[config.mk]
export PLATFORM = sky130hd
export DESIGN_NAME = gelato_inst_decoder
export DESIGN_NICKNAME = d
export VERILOG_FILES = /design/src/rtl/gelato_types.sv /design/src/rtl/gelato_inst_field_decode.sv /design/src/rtl/gelato_inst_decoder.sv
export VERILOG_INCLUDE_DIRS = /design/src /design/src/rtl
export SDC_FILE = /design/constraint.sdc
export NUM_CORES = 1
export LEC_CHECK = 0
export CAP_MARGIN = 20
export CORE_UTILIZATION = 49
export CTS_BUF_LIST = sky130_fd_sc_hd__clkbuf_8
export CTS_CLUSTER_SIZE = 8
export DETAILED_ROUTE_END_ITERATION = 6
export PLACE_DENSITY = 0.79
export SLEW_MARGIN = 20
export SYNTH_ARGS = -nofsm -noshare
export SYNTH_HDL_FRONTEND = slang
export SYNTH_SLANG_ARGS = --single-unit
export TNS_END_PERCENT = 100
[constraint.sdc]
create_clock -name clk -period 1.7 [get_ports clk]
set_input_delay 0.255 -clock clk [delete_from_list [all_inputs] [get_ports clk]]
set_output_delay 0.255 -clock clk [all_outputs]
set_load 0.01 [all_outputs]
[src/rtl/gelato_macros.svh]
// Field widths of the decoded instruction record shared across the Gelato front end.
`ifndef GELATO_MACROS_SVH
`define GELATO_MACROS_SVH

`define GELATO_OPCODE_W 7
`define GELATO_REG_W    5
`define GELATO_IMM_W    32
`define GELATO_FUNCT3_W 3
`define GELATO_FUNCT7_W 7

`endif

[src/rtl/gelato_types.sv]
// Shared Gelato front-end types: the decoded instruction record, RV32 opcode
// constants and the instruction format classifier used by decode.
`include "gelato_macros.svh"

package gelato_types;

  typedef struct packed {
    logic [`GELATO_OPCODE_W-1:0] opcode;
    logic [`GELATO_REG_W-1:0]    rd;
    logic [`GELATO_REG_W-1:0]    rs1;
    logic [`GELATO_REG_W-1:0]    rs2;
    logic [`GELATO_REG_W-1:0]    rs3;
    logic [`GELATO_IMM_W-1:0]    imm;
    logic [`GELATO_FUNCT3_W-1:0] funct3;
    logic [`GELATO_FUNCT7_W-1:0] funct7;
  } gelato_inst_t;

  localparam logic [6:0] OPC_LUI    = 7'b0110111;
  localparam logic [6:0] OPC_AUIPC  = 7'b0010111;
  localparam logic [6:0] OPC_JAL    = 7'b1101111;
  localparam logic [6:0] OPC_JALR   = 7'b1100111;
  localparam logic [6:0] OPC_BRANCH = 7'b1100011;
  localparam logic [6:0] OPC_LOAD   = 7'b0000011;
  localparam logic [6:0] OPC_STORE  = 7'b0100011;
  localparam logic [6:0] OPC_OP_IMM = 7'b0010011;
  localparam logic [6:0] OPC_OP     = 7'b0110011;
  localparam logic [6:0] OPC_OP_FP  = 7'b1010011;
  localparam logic [6:0] OPC_FMADD  = 7'b1000011;
  localparam logic [6:0] OPC_FMSUB  = 7'b1000111;
  localparam logic [6:0] OPC_FNMSUB = 7'b1001011;
  localparam logic [6:0] OPC_FNMADD = 7'b1001111;
  localparam logic [6:0] OPC_SYSTEM = 7'b1110011;

  typedef enum logic [2:0] {
    FMT_R, FMT_R4, FMT_I, FMT_S, FMT_B, FMT_U, FMT_J, FMT_ILL
  } inst_fmt_t;

  // The all-zero word and non-32-bit encodings are rejected before the opcode is looked at.
  function automatic inst_fmt_t inst_format(input logic [31:0] inst);
    inst_fmt_t fmt;
    fmt = FMT_ILL;
    if (inst != 32'h0 && inst[1:0] == 2'b11) begin
      case (inst[6:0])
        OPC_OP, OPC_OP_FP:                          fmt = FMT_R;
        OPC_FMADD, OPC_FMSUB, OPC_FNMSUB, OPC_FNMADD: fmt = FMT_R4;
        OPC_OP_IMM, OPC_LOAD, OPC_JALR, OPC_SYSTEM: fmt = FMT_I;
        OPC_STORE:                                  fmt = FMT_S;
        OPC_BRANCH:                                 fmt = FMT_B;
        OPC_LUI, OPC_AUIPC:                         fmt = FMT_U;
        OPC_JAL:                                    fmt = FMT_J;
        default:                                    fmt = FMT_ILL;
      endcase
    end
    return fmt;
  endfunction

endpackage

[src/rtl/gelato_inst_field_decode.sv]
// Combinational field extraction: raw instruction word -> gelato_inst_t plus
// illegal flag. Fields a format does not use are forced to zero so issue never
// sees stale register numbers.
module gelato_inst_field_decode
  import gelato_types::*;
(
  input  logic [31:0]  inst,
  output gelato_inst_t fields,
  output logic         illegal
);

  inst_fmt_t fmt;

  // Classify the word, then keep only the fields its format defines.
  // U-type keeps rd (the destination of LUI/AUIPC) and drops the source fields.
  always_comb begin
    fields  = '0;
    illegal = 1'b0;
    fmt     = inst_format(inst);
    fields.opcode = inst[6:0];
    case (fmt)
      FMT_R: begin
        fields.rd     = inst[11:7];
        fields.funct3 = inst[14:12];
        fields.rs1    = inst[19:15];
        fields.rs2    = inst[24:20];
        fields.funct7 = inst[31:25];
      end
      FMT_R4: begin
        fields.rd     = inst[11:7];
        fields.funct3 = inst[14:12];
        fields.rs1    = inst[19:15];
        fields.rs2    = inst[24:20];
        fields.rs3    = inst[31:27];
        fields.funct7 = {5'b0, inst[26:25]};
      end
      FMT_I: begin
        fields.rd     = inst[11:7];
        fields.funct3 = inst[14:12];
        fields.rs1    = inst[19:15];
        fields.imm    = {{20{inst[31]}}, inst[31:20]};
        if (inst[6:0] == OPC_OP_IMM && (inst[14:12] == 3'b001 || inst[14:12] == 3'b101))
          fields.funct7 = inst[31:25];
      end
      FMT_S: begin
        fields.funct3 = inst[14:12];
        fields.rs1    = inst[19:15];
        fields.rs2    = inst[24:20];
        fields.imm    = {{20{inst[31]}}, inst[31:25], inst[11:7]};
      end
      FMT_B: begin
        fields.funct3 = inst[14:12];
        fields.rs1    = inst[19:15];
        fields.rs2    = inst[24:20];
        fields.imm    = {{19{inst[31]}}, inst[31], inst[7], inst[30:25], inst[11:8], 1'b0};
      end
      FMT_U: begin
        fields.rd     = inst[11:7];
        fields.imm    = {inst[31:12], 12'b0};
      end
      FMT_J: begin
        fields.rd     = inst[11:7];
        fields.imm    = {{11{inst[31]}}, inst[31], inst[19:12], inst[20], inst[30:21], 1'b0};
      end
      default: begin
        illegal = 1'b1;
      end
    endcase
  end

endmodule

[src/rtl/gelato_inst_decoder.sv]
// Gelato decode stage: valid/ready wrapper around gelato_inst_field_decode with
// a registered output stage and one-entry skid buffer so fetch ready is a flop.
// Optional feature: define GELATO_DECODE_STATS_EN to add stat_decoded/stat_illegal counters.
module gelato_inst_decoder
  import gelato_types::*;
#(
  parameter int PC_WIDTH = 32
) (
  input  logic                clk,
  input  logic                rst,
  input  logic                flush,
  input  logic                in_valid,
  output logic                in_ready,
  input  logic [31:0]         in_inst,
  input  logic [PC_WIDTH-1:0] in_pc,
  output logic                out_valid,
  input  logic                out_ready,
  output gelato_inst_t        out_inst,
  output logic [PC_WIDTH-1:0] out_pc,
  output logic                out_illegal
`ifdef GELATO_DECODE_STATS_EN
  ,
  output logic [31:0]         stat_decoded,
  output logic [31:0]         stat_illegal
`endif
);

  typedef enum logic [1:0] {EMPTY, FULL1, FULL2} state_t;

  state_t              state;
  gelato_inst_t        dec_inst;
  logic                dec_illegal;
  gelato_inst_t        skid_inst;
  logic [PC_WIDTH-1:0] skid_pc;
  logic                skid_illegal;
  logic                in_fire;
  logic                out_fire;

  gelato_inst_field_decode u_field_decode (
    .inst    (in_inst),
    .fields  (dec_inst),
    .illegal (dec_illegal)
  );

  assign in_fire  = in_valid & in_ready;
  assign out_fire = out_valid & out_ready;

  // Handshake FSM: the output register is always the FIFO head, the skid register
  // only fills when issue stalls while a new word arrives; flush beats everything.
  always_ff @(posedge clk) begin
    if (rst) begin
      state        <= EMPTY;
      out_valid    <= 1'b0;
      in_ready     <= 1'b1;
      out_inst     <= '0;
      out_pc       <= '0;
      out_illegal  <= 1'b0;
      skid_inst    <= '0;
      skid_pc      <= '0;
      skid_illegal <= 1'b0;
    end else if (flush) begin
      state     <= EMPTY;
      out_valid <= 1'b0;
      in_ready  <= 1'b1;
    end else begin
      case (state)
        EMPTY: begin
          if (in_fire) begin
            out_inst    <= dec_inst;
            out_pc      <= in_pc;
            out_illegal <= dec_illegal;
            out_valid   <= 1'b1;
            state       <= FULL1;
          end
        end
        FULL1: begin
          if (in_fire && !out_fire) begin
            skid_inst    <= dec_inst;
            skid_pc      <= in_pc;
            skid_illegal <= dec_illegal;
            in_ready     <= 1'b0;
            state        <= FULL2;
          end else if (in_fire) begin
            out_inst    <= dec_inst;
            out_pc      <= in_pc;
            out_illegal <= dec_illegal;
          end else if (out_fire) begin
            out_valid <= 1'b0;
            state     <= EMPTY;
          end
        end
        FULL2: begin
          if (out_fire) begin
            out_inst    <= skid_inst;
            out_pc      <= skid_pc;
            out_illegal <= skid_illegal;
            in_ready    <= 1'b1;
            state       <= FULL1;
          end
        end
        default: begin
          state     <= EMPTY;
          out_valid <= 1'b0;
          in_ready  <= 1'b1;
        end
      endcase
    end
  end

`ifdef GELATO_DECODE_STATS_EN
  // Retired-record counters; they survive flush so redirects do not lose history.
  always_ff @(posedge clk) begin
    if (rst) begin
      stat_decoded <= '0;
      stat_illegal <= '0;
    end else if (out_fire) begin
      stat_decoded <= stat_decoded + 32'd1;
      if (out_illegal)
        stat_illegal <= stat_illegal + 32'd1;
    end
  end
`endif

endmodule

==> summary.txt <==
Logic synthesis
  • Post-Syn Area: 8981 µm²
  • Top post-synthesis cells by area: dfxtp_1, nand2_1, a311oi_1
  • Synth area leader: dfxtp_1
  • Synth top area share: 46.36%
  • Synth warnings: 0
  • Main synth FF type: dfxtp_1
  • Post-synth EDFFs: 0
  • Syn Nets: 1150
  • Sequential area share after synthesis: 46.36%
  • Synth Register Bits: 208
  • Library cells used by synthesis: 61
  • Post-Syn Area per Cell: 8.308 µm²
  • Asr flop ratio synth: 0%
  • Gate Count Post-Synth: 1081

Worst setup path
  • Worst setup SP type: register
  • Arr. time, crit path: 1.41 ns
  • CP max-delay cell: clkdlybuf4s50_1
  • End of the worst register-to-register path: out_pc[4]$_SDFFE_PP0P_
  • Max stage delay on crit path: 0.57 ns
  • CP Buf/Inv Count: 1
  • Kind of critical path: register to primary output
  • CP max FO: 2
  • Crit path cell chain: clkdlybuf4s50_1
  • Origin of the critical flop-to-flop path: state[1]$_SDFFE_PP0P_
  • CP Capture Type: primary output
  • FF-to-FF path depth: 5
  • Flop-to-flop setup slack: 0.05 ns
  • Top delay family on crit path: buffers and inverters
  • Required time of the critical path: 1.44 ns

Die
  • Chip width: 137.4 µm
  • Core ar.: 17960 µm²
  • Ports: 173
  • Starting Density: 50.00%
  • Die area: 18870 µm²
  • Die Ht: 137.4 µm
  • Rows: 49

Finish
  • Nets: 1376
  • Area Overhead vs Synth: 39.82%
  • Layout cells sized above 1: 14.08%
  • Filler cell count: 1386
  • # diodes: 0
  • Final Non-Filler Cells: 1557
  • Design Area, Final: 12560 µm²

Clock tree
  • CTS Sinks: 208
  • Worst-skew pair later-pin latency: 0.52 ns
  • CTS Hold Buffers Added: 0
  • CTS clk-pin slew, worst paths: 0.06 ns
  • CTS Buf Count: 35
  • H-tree levels: 2
  • CTS tree: done
  • Root buffer cell: clkbuf_8
  • Clk buf depth: 3

Hold path
  • Hold/Removal Path Class: primary input to register
  • Hold Path Depth: 2
  • Hold wc startpoint: out_ready
  • WHS Endpoint: state[1]$_SDFFE_PP0P_

Detailed routing
  • Router iterations before antenna repair: 5
  • Drt wl/cell: 16.67 µm
  • # DRC: 0
  • Post-route ant nets: 0
  • Detailed Route WL: 25950 µm
  • DR iter-0 viols: 724
  • Vias per cell: 5.693
  • Via count: 8864

Global routing
  • Vias in the first global route: 8070
  • Initial antenna violation count: 0
  • Largest net degree at the start of global routing: 90
  • Total global-route track usage: 26.56%
  • First-pass GRT wire length: 40010 µm
  • Total gr overflow: 0

STA
  • Relative slew slack: 66.01%
  • Worst slew pin tran: 0.5097 ns
  • Minimum clock period: 1.667 ns
  • Final setup vio count: 0
  • Skew final: 0.01816 ns
  • FMAX: 599.7 MHz
  • Max-slew violations: 0
  • RSZ-0062 raised after global routing: true
  • Setup TNS: 0 ns
  • Tcrit/Tclk final: 98.09%
  • Fin. Hold Viols: 0

Placed design
  • Placer Congestion: 0.9012
  • Post-DP HPWL: 16870 µm
  • Placed inst area: 11630 µm²
  • Dpl cells: 1493
  • IO buf count: 172

Power
  • Leak: 5.261 nW
  • Pwr Total: 0.01108 W
  • Pwr dens: 882.5 nW/µm²
  • Worst IR drop on VDD: 0.6918 mV

Run
  • Max Cap Violations: 0

Outcome
  • Status: finished clean
==> power by group <==
part | leakage [nW] | switching, W | internal [W]
sequential | 1.69 | 0.000102 | 0.00507
clock | 0.391 | 0.00194 | 0.00237
combinational | 3.18 | 0.000789 | 0.000811
==> cell usage after synthesis, drive strengths merged, types with 6 or more instances <==
library cell,instances
o211ai,15
dfxtp,208
a211oi,21
o22ai,10
nand3,20
buf,54
o21ai,11
mux2i,13
o21a,17
nand2,242
nor2,108
inv,19
a32oi,10
and2,12
clkbuf,44
a21oi,79
nand2b,20
a221o,8
nor3,7
o32ai,6
nand4,16
a311oi,87
==> layout make-up <==
| cell class | instances | area, µm² | share of cell area, % |
|---|---|---|---|
| Multi-Input combinational cell | 756 | 4362 | 34.74 |
| Sequential cell | 208 | 4167 | 33.18 |
| Timing Repair Buffer | 287 | 3003 | 23.91 |
| Clock buffer | 42 | 578.1 | 4.603 |
| Tap cell | 229 | 286.5 | 2.282 |
| Clock inverter | 16 | 90.09 | 0.7174 |
| Inverter | 19 | 71.32 | 0.5680 |
==> metrics by stage <==
| step | utilization [%] | hold slack (ns) | setup slack [ns] |
|---|---|---|---|
| final | 69.90 | 0.07700 | 0.03254 |
| after detailed placement | 64.74 | 0.4433 | -0.4237 |
| after CTS | 68.41 | 0.2863 | 0.003416 |
| after floorplan | - | 0.3457 | 0.08798 |
| after global placement | 64.74 | 0.4368 | -0.3856 |
| after global routing | 69.90 | 0.1079 | -0.04548 |
==> kinds of logic after synthesis <==
| family | synth area share, % |
|---|---|
| AND/OR/NAND/NOR | 21.62 |
| flip-flops | 46.36 |
| multiplexers | 1.449 |
| XOR/XNOR | 0.1951 |
| AO/OA/AOI/OAI | 24.58 |
| buffers and inverters | 5.796 |
==> worst max-delay path by stage <==
stage                                 endpoint  cells after the start                 startpoint
detailed placement    out_inst[4]$_SDFFE_PP0P_                      7                 in_inst[3]
floorplan            out_inst[29]$_SDFFE_PP0P_                      5                 in_inst[6]
finish                            out_inst[48]                      1  out_inst[48]$_SDFFE_PP0P_
global placement    skid_inst[59]$_SDFFE_PP0P_                      6                 in_inst[2]
CTS                               out_inst[62]                      1  out_inst[62]$_SDFFE_PP0P_
global route            out_pc[4]$_SDFFE_PP0P_                      5      state[1]$_SDFFE_PP0P_
==> metal layers <==
layer	routed length [µm]	track usage [%]	vias up
li1	-	-	4335
met2	12240	43.44	326
met4	580	10.07	0
met1	10980	34.03	4150
met5	0	0	-
met3	2146	5.850	53
==> sequential cells by signal, summed over array words and instances (netlist names) <==
signal        count
skid_illegal      1
out_illegal       1
out_pc           32
in_ready          1
state             2
out_valid         1
skid_inst        69
skid_pc          32
out_inst         69
==> layout by cell type (no fill, tap or decap), types with 33 or more instances in the layout <==
cell and n:
nand2_1 241, dfxtp_1 206, clkdlybuf4s50_1 114, nor2_1 105, buf_4 91, a311oi_1 87
a21oi_1 79, dlymetal6s2s_1 44, clkbuf_8 42, inv_1 33
==> timing repair <==
| action | CTS | global route |
|---|---|---|
| setup endpoints to repair | 21 | 91 |
| buffers inserted | 0 | 3 |
| pin swaps | 0 | 7 |
| resized for setup | 16 | 55 |
| cloned | 0 | 3 |
(Power assumes the default switching activity.)
